File: src/rtl/cpu_bus_arbiter_pkg.sv
// cpu_bus_defs: shared definitions for the CPU memory-bus arbiter.
//   arb_state_t - arbiter FSM states
//   SIZE_*      - bus transfer size encodings (byte / half / word)
package cpu_bus_defs;

    typedef enum logic [2:0] {
        ST_IDLE,
        ST_D_ADDR,
        ST_D_WAIT,
        ST_I_ADDR,
        ST_I_WAIT
    } arb_state_t;

    localparam logic [1:0] SIZE_BYTE = 2'd0;
    localparam logic [1:0] SIZE_HALF = 2'd1;
    localparam logic [1:0] SIZE_WORD = 2'd2;

endpackage

File: src/rtl/cpu_bus_arbiter_bus_req_hold.sv
// bus_req_hold: holds the request fields of the transaction currently on the
// bus so they stay stable while the requester's own inputs may change.
//   clk, rst                          - clock, synchronous active-high reset
//   load                              - capture the new_* fields this cycle
//   new_addr/new_wr/new_size/new_wdata - fields of the selected requester
//   addr/wr/size/wdata                - held fields driving the bus
module bus_req_hold #(
    parameter int ADDR_W = 32,
    parameter int DATA_W = 32
) (
    input  logic              clk,
    input  logic              rst,
    input  logic              load,
    input  logic [ADDR_W-1:0] new_addr,
    input  logic              new_wr,
    input  logic [1:0]        new_size,
    input  logic [DATA_W-1:0] new_wdata,
    output logic [ADDR_W-1:0] addr,
    output logic              wr,
    output logic [1:0]        size,
    output logic [DATA_W-1:0] wdata
);

    always_ff @(posedge clk) begin
        if (rst) begin
            addr  <= '0;
            wr    <= 1'b0;
            size  <= '0;
            wdata <= '0;
        end else if (load) begin
            addr  <= new_addr;
            wr    <= new_wr;
            size  <= new_size;
            wdata <= new_wdata;
        end
    end

endmodule

File: src/rtl/cpu_bus_arbiter.sv
// cpu_bus_arbiter: shares one SRAM-like bus between instruction fetch and
// data access, one outstanding transaction, data first. Completed results
// are buffered and flagged done until the whole pipeline advances.
//   clk, rst                        - clock, synchronous active-high reset
//   inst_req/inst_addr              - fetch request (held until advance)
//   inst_rdata, i_stall             - buffered instruction, fetch pending
//   data_req/wr/size/addr/wdata     - load/store request (held until advance)
//   data_rdata, d_stall             - buffered load data, access pending
//   longest_stall                   - pipeline frozen by another source
//   bus_req/wr/size/addr/wdata      - bus request channel
//   bus_addr_ok, bus_data_ok        - bus handshakes
//   bus_rdata                       - bus read data
module cpu_bus_arbiter
    import cpu_bus_defs::*;
#(
    parameter int ADDR_W = 32,
    parameter int DATA_W = 32
) (
    input  logic              clk,
    input  logic              rst,
    input  logic              inst_req,
    input  logic [ADDR_W-1:0] inst_addr,
    output logic [DATA_W-1:0] inst_rdata,
    output logic              i_stall,
    input  logic              data_req,
    input  logic              data_wr,
    input  logic [1:0]        data_size,
    input  logic [ADDR_W-1:0] data_addr,
    input  logic [DATA_W-1:0] data_wdata,
    output logic [DATA_W-1:0] data_rdata,
    output logic              d_stall,
    input  logic              longest_stall,
    output logic              bus_req,
    output logic              bus_wr,
    output logic [1:0]        bus_size,
    output logic [ADDR_W-1:0] bus_addr,
    output logic [DATA_W-1:0] bus_wdata,
    input  logic              bus_addr_ok,
    input  logic              bus_data_ok,
    input  logic [DATA_W-1:0] bus_rdata
);

    arb_state_t        state;
    arb_state_t        next_state;
    logic              inst_done;
    logic              data_done;
    logic [DATA_W-1:0] inst_buf;
    logic [DATA_W-1:0] data_buf;
    logic              advance;
    logic              load_hold;
    logic              sel_data;
    logic              set_inst;
    logic              set_data;

    logic [ADDR_W-1:0] hold_addr;
    logic              hold_wr;
    logic [1:0]        hold_size;
    logic [DATA_W-1:0] hold_wdata;

    assign i_stall    = inst_req & ~inst_done;
    assign d_stall    = data_req & ~data_done;
    assign advance    = ~i_stall & ~d_stall & ~longest_stall;
    assign inst_rdata = inst_buf;
    assign data_rdata = data_buf;

    // Fetches are always word reads; wdata is zeroed so the bus sees a clean value.
    assign hold_addr  = sel_data ? data_addr  : inst_addr;
    assign hold_wr    = sel_data ? data_wr    : 1'b0;
    assign hold_size  = sel_data ? data_size  : SIZE_WORD;
    assign hold_wdata = sel_data ? data_wdata : '0;

    bus_req_hold #(
        .ADDR_W (ADDR_W),
        .DATA_W (DATA_W)
    ) u_hold (
        .clk       (clk),
        .rst       (rst),
        .load      (load_hold),
        .new_addr  (hold_addr),
        .new_wr    (hold_wr),
        .new_size  (hold_size),
        .new_wdata (hold_wdata),
        .addr      (bus_addr),
        .wr        (bus_wr),
        .size      (bus_size),
        .wdata     (bus_wdata)
    );

    always_ff @(posedge clk) begin
        if (rst) begin
            state <= ST_IDLE;
        end else begin
            state <= next_state;
        end
    end

    always_comb begin
        next_state = state;
        load_hold  = 1'b0;
        sel_data   = 1'b0;
        bus_req    = 1'b0;
        set_inst   = 1'b0;
        set_data   = 1'b0;
        case (state)
            ST_IDLE: begin
                if (d_stall) begin
                    next_state = ST_D_ADDR;
                    load_hold  = 1'b1;
                    sel_data   = 1'b1;
                end else if (i_stall) begin
                    next_state = ST_I_ADDR;
                    load_hold  = 1'b1;
                end
            end
            ST_D_ADDR: begin
                bus_req = 1'b1;
                if (bus_addr_ok) next_state = ST_D_WAIT;
            end
            ST_D_WAIT: begin
                if (bus_data_ok) begin
                    set_data = 1'b1;
                    // Chain straight into a pending fetch without an IDLE bubble.
                    if (i_stall) begin
                        next_state = ST_I_ADDR;
                        load_hold  = 1'b1;
                    end else begin
                        next_state = ST_IDLE;
                    end
                end
            end
            ST_I_ADDR: begin
                bus_req = 1'b1;
                if (bus_addr_ok) next_state = ST_I_WAIT;
            end
            ST_I_WAIT: begin
                if (bus_data_ok) begin
                    set_inst   = 1'b1;
                    next_state = ST_IDLE;
                end
            end
            default: next_state = ST_IDLE;
        endcase
    end

    // Done flags and buffers persist until advance, so a result that arrives
    // while the pipe is frozen is neither lost nor fetched again.
    always_ff @(posedge clk) begin
        if (rst) begin
            inst_done <= 1'b0;
            data_done <= 1'b0;
            inst_buf  <= '0;
            data_buf  <= '0;
        end else begin
            if (advance) begin
                inst_done <= 1'b0;
                data_done <= 1'b0;
            end
            if (set_inst) begin
                inst_done <= 1'b1;
                inst_buf  <= bus_rdata;
            end
            if (set_data) begin
                data_done <= 1'b1;
                if (!bus_wr) data_buf <= bus_rdata;
            end
        end
    end

endmodule

File: config.mk
export PLATFORM = sky130hd
export DESIGN_NAME = cpu_bus_arbiter
export DESIGN_NICKNAME = d
export VERILOG_FILES = /design/src/rtl/cpu_bus_arbiter_pkg.sv /design/src/rtl/cpu_bus_arbiter_bus_req_hold.sv /design/src/rtl/cpu_bus_arbiter.sv
export SDC_FILE = /design/constraint.sdc
export NUM_CORES = 1
export LEC_CHECK = 0
export ABC_AREA = 1
export CAP_MARGIN = 20
export CORE_MARGIN = 2
export CORE_UTILIZATION = 35
export CTS_BUF_LIST = sky130_fd_sc_hd__clkbuf_4
export DETAILED_ROUTE_END_ITERATION = 8
export PLACE_DENSITY = 0.71
export SLEW_MARGIN = 10
export SYNTH_ARGS = -nofsm -noshare
export SYNTH_HDL_FRONTEND = slang
export SYNTH_SLANG_ARGS = --single-unit
export TNS_END_PERCENT = 20
File: constraint.sdc
create_clock -name clk -period 1.9 [get_ports clk]
set_input_delay 0.38 -clock clk [delete_from_list [all_inputs] [get_ports clk]]
set_output_delay 0.38 -clock clk [all_outputs]
set_load 0.02 [all_outputs]
=== Yosys cells after proc, flatten, opt, wreduce, memory -nomap -nowiden ===
Cells that the tools add are included.

* Add/sub/neg operators: 0
* $mul: 0
* Divide/modulo/power cells: 0
* $lt $le $gt $ge: 0
* Equality and inequality tests: 9
* Shifts and indexed selects: 0
* Mux-type cells: 25
* Bitwise logic cells: 10
* Reduce and logical (&&, ||, !) cells: 6

{| class="wikitable"
|+ Operators by type and width
! kind !! count
|-
| 2-to-1 mux 32 bit || 2
|-
| 2-to-1 mux 3 bit || 6
|-
| case mux 3 bit (5 select lines) || 1
|-
| 2-to-1 mux 1 bit || 13
|-
| inequality test 2 bit, second input constant || 4
|-
| equality test 3 x 2 -> 1 bit, second input constant || 2
|-
| inverter 1 bit || 6
|-
| AND reduction 5 bit || 1
|-
| AND 1 bit || 4
|-
| 2-to-1 mux 2 bit || 2
|-
| nonzero test 2 bit || 2
|-
| equality test 3 x 1 -> 1 bit, second input constant || 1
|-
| equality test 3 bit, second input constant || 1
|-
| zero test 3 bit || 1
|-
| inequality test 3 bit, second input constant || 1
|-
| case mux 1 bit (2 select lines) || 1
|-
| AND reduction 2 bit || 1
|-
| OR reduction 2 bit || 1
|}

* Register bits: 136
* Bits in latches: 0
* Memory bits (writable): 0
* Bits in read-only memories: 0
* Bits of input ports: 138
* Word-level logic and storage cells: 59
* Memories: 0

=== Logic depth before layout (Yosys ltp) ===
* Depth in word-level cells: 7
* Depth in mapped cells: 9

=== Modules after synthesis ===
Synthesis repeated with hierarchy kept, for this count alone.

* Cells, all modules: 948
* Area, all modules: 6236.0 um^2

{| class="wikitable"
|+ Modules (own cells, without submodules)
! module !! times used !! cells each !! area an instance (um^2) !! sequential area each (um^2)
|-
| cpu_bus_arbiter || 1 || 523 || 3478.3 || 1381.3
|-
| bus_req_hold || 1 || 425 || 2757.6 || 1341.3
|}

=== Worst setup path before layout ===
OpenSTA, ideal clock, no wires.

* Path kind: input to register
* Start: input inst_req
* End: register u_hold.addr[11]
* Setup time: 0.116 ns
* Data arrival time: 1.405 ns
* Slack: 0.380 ns
* Stages on the path: 8
* Buffers on the path: 1
* Cell sequence: inv_1 -> nor2_1 -> nand2_4 -> nand2_8 -> inv_4 -> buf_6 -> nor2_1 -> nor2_1

* Cells in the longest elaborated chain, start to end: 4
* Elaborated cells on any way between the ends: 5
* Those cells by class: mux (4); bitwise (1)

{| class="wikitable"
|+ Ends and longest elaborated chain
! what !! line !! RTL
|-
| start: declaration || cpu_bus_arbiter.sv:21 || <nowiki>input logic inst_req,</nowiki>
|-
| AND 1 bit * || cpu_bus_arbiter.sv:60 || <nowiki>assign i_stall = inst_req & ~inst_done;</nowiki>
|-
| via i_stall || cpu_bus_arbiter.sv:24 || <nowiki>output logic i_stall,</nowiki>
|-
| 2-to-1 mux 1 bit * || cpu_bus_arbiter.sv:110, cpu_bus_arbiter.sv:123 ||
|-
| 2-to-1 mux 1 bit, on equally long branches || cpu_bus_arbiter.sv:120, cpu_bus_arbiter.sv:106 ||
|-
| case mux 1 bit (2 select lines) * || cpu_bus_arbiter.sv:104 || <nowiki>case (state)</nowiki>
|-
| end signal: assignment || cpu_bus_arbiter_bus_req_hold.sv:31 || <nowiki>addr <= new_addr;</nowiki>
|-
| end: declaration || cpu_bus_arbiter_bus_req_hold.sv:18 || <nowiki>output logic [ADDR_W-1:0] addr,</nowiki>
|}

The timed path passes the listed nets; every way through them passes the cells marked *.
A chain may end at the register's enable or synchronous reset.

=== Worst setup path in the final report ===
* Start: input inst_req
* End: output i_stall

* Cells in the longest elaborated chain, start to end: 1

{| class="wikitable"
|+ Ends and longest elaborated chain
! what !! line
|-
| AND 1 bit || cpu_bus_arbiter.sv:60
|-
| end: declaration || cpu_bus_arbiter.sv:24
|}

Every way passes these cells.

==> flow_metrics.env <==
export IMPL_cts_root_buf="clkbuf_4"
export IMPL_synthTopCellsByArea="dfxtp_1 49%, nand2_1 16%, nor2_1 8.8%, a21oi_1 6.4%, o21ai_0 5.2%"
export IMPL_drt_drc_violations_left=0
export IMPL_fin_skew_ns=0.01694
export IMPL_drv_slew=0
export IMPL_clk_pin_slew_ns=0.10
export IMPL_fin_area_um2=8720
export IMPL_setup_ws_ns=0.06721
export IMPL_netlist_area_um2=5590
export IMPL_cts_buffers=17
export IMPL_grt_pass1_wl_um=26340
export IMPL_post_dp_cell_area_um2=8616
export IMPL_via_per_inst=4.445
export IMPL_overflow=0
export IMPL_crit_fanout=2
export IMPL_peakVddDrop_uv=652.9
export IMPL_initial_core_util_pct=35.45
export IMPL_drtIter0Drc=258
export IMPL_postCtsHoldBufs=0
export IMPL_worstMarginPinSlew_ns=0.4714
export IMPL_synth_top_cell_area_share_pct=48.70
export IMPL_io_pins=272
export IMPL_antenna_found_initial=0
export IMPL_drtAntennaViolNets=0
export IMPL_fmax_ghz=0.5456
export IMPL_min_period_ns=1.833
export IMPL_rsz0062_at_grt="no"
export IMPL_layout_commonest_cell="nand2_1"
export IMPL_portBuffers=271
export IMPL_grt_pass1_vias=5366
export IMPL_place_inst=1257
export IMPL_wl_per_cell_um=12.91
export IMPL_hold_path_class="in -> reg"
export IMPL_post_place_ws_ns=-0.2428
export IMPL_power_mw=11.79
export IMPL_critPathKind="in -> out"
export IMPL_die_x_um=130.4
export IMPL_fill_cells=1594
export IMPL_final_hold_violation_count=0
export IMPL_slew_headroom_pct=68.58
export IMPL_dpl_hpwl_um=11810
export IMPL_vias=5730
export IMPL_final_cells=1289
export IMPL_outcome="completed"
export IMPL_syn_inst=795
export IMPL_synth_seq_area_share_pct=48.70
export IMPL_grt_max_degree=66
export IMPL_clock_latency_ns=0.54
export IMPL_die_area_um2=17000
export IMPL_p_leak_nw=4.134
export IMPL_cts_sinks=136
export IMPL_place_gp_congestion=0.7949
export IMPL_drt_wl_total_um=16640
export IMPL_syn_avg_cell_area_um2=7.032
export IMPL_hold_ws_ns=0.4055
export IMPL_htree_levels=4
export IMPL_rows=46
export IMPL_ff2ff_setup_slack_ns=0.39
export IMPL_crit_path_end_kind="primary output"
export IMPL_cts_tree="done"
export IMPL_grt_util_all_layers_pct=19.73
export IMPL_multi_input_area_um2=2391
export IMPL_worstSetupStartpointType="input pin"
export IMPL_synth_top_cell_by_area="dfxtp_1"
export IMPL_ys_seq_elements=136
export IMPL_syn2layout_area_growth_pct=55.98
export IMPL_yosysWarnings=0
export IMPL_drv_cap=0
export IMPL_post_cts_buffers=0
export IMPL_register_area_um2=2723
export IMPL_power_density_nw_per_um2=1353
export IMPL_die_h_um=130.4
export IMPL_fin_crit_sh_pct=96.46
export IMPL_setup_violations=0
export IMPL_synth_distinct_cells=22
export IMPL_core_area_um2=15770
export IMPL_cp_data_required_time_ns=1.52
export IMPL_final_cell_mix="231 x nand2_1, 137 x clkdlybuf4s50_1, 136 x dfxtp_1"
export IMPL_dr_pass1_iters=4
export IMPL_nNetsFinal=1198
export IMPL_clockBufferDepth=2
export IMPL_synth_nets=933
export IMPL_post_route_cells_drive_above_1_share_pct=6.903
export IMPL_cp_data_arrival_time_ns=1.45
[sequential cells by signal, summed over array words and instances (netlist names)]
name          cells
u_hold.addr      32
state             3
data_rdata       32
u_hold.wr         1
u_hold.size       2
inst_done         1
data_done         1
inst_rdata       32
u_hold.wdata     32
[per-stage QoR]
step	TNS (ns)	util [%]
finish	0	55.29
global route	0	55.28
CTS	-0.02646	55.29
detailed placement	-1.697	54.63
global placement	-0.7534	54.63
floorplan	0	-
[cell families (layout without fill, tap and decap cells)]
kind of cell | count (synthesis) | in the layout | share of synthesized area (%)
other | 0 | 1 | 0
DFF | 136 | 136 | 48.70
and+or+nand+nor | 417 | 417 | 30.01
AOI/OAI and AO/OA | 140 | 140 | 12.53
buffers and inverters | 102 | 379 | 8.751
[repair_timing]
| action | 4_1_cts | 5_1_grt |
|---|---|---|
| resized for setup | 137 | 2 |
| endpoints found under the setup margin | 134 | 2 |
| pin swaps | 0 | 0 |
[cells in the mapped netlist, drive strengths merged]
library cell  count
or2               1
buf              31
o21ai            68
a21oi            72
nor3              1
clkbuf           22
dfxtp           136
inv              49
nor2            134
nand2           237
nand3            44
[final timing paths]
| kind | depth (start not counted) | start | endpoint |
|---|---|---|---|
| worst max-delay path | 4 | inst_req | i_stall |
| worst min-delay path | 3 | data_wdata[28] | u_hold.wdata[28] |
| worst max register to register | 9 | state[2] | u_hold.size[1] |
| worst min register to register | 2 | inst_rdata[21] | inst_rdata[21] |
[power breakdown]
group | total [mW] | switching (mW) | internal, mW | leakage, nW
registers | 4.08 | 0.392 | 3.69 | 1.11
logic | 5.87 | 3.60 | 2.27 | 2.88
clock network | 1.85 | 1.07 | 0.777 | 0.141
total | 11.8 | 5.06 | 6.73 | 4.13
[cell type report]
type / instances / share of cell area (%)
well taps: 216 / 3.099
flip-flops and latches: 136 / 31.22
inverters: 49 / 2.138
repair buffers: 299 / 33.02
diodes: 1 / 0.02870
clock inverters: 13 / 1.521
multi-input cells: 557 / 27.42
clock buffers: 18 / 1.550
[critical path, cell delays in order]
cell	delay, ns
clkdlybuf4s50_1	0.50
inv_1	0.05
nor2_1	0.13
dlygate4sd2_1	0.39
[per-layer routing]
metal  GRT usage (%)  share of wire (%)
met5               0                  0
met4           9.011                2.8
met3           6.718                7.2
met2           33.85                 49
met1           22.26                 41
Power figures use the tool's default switching activity.
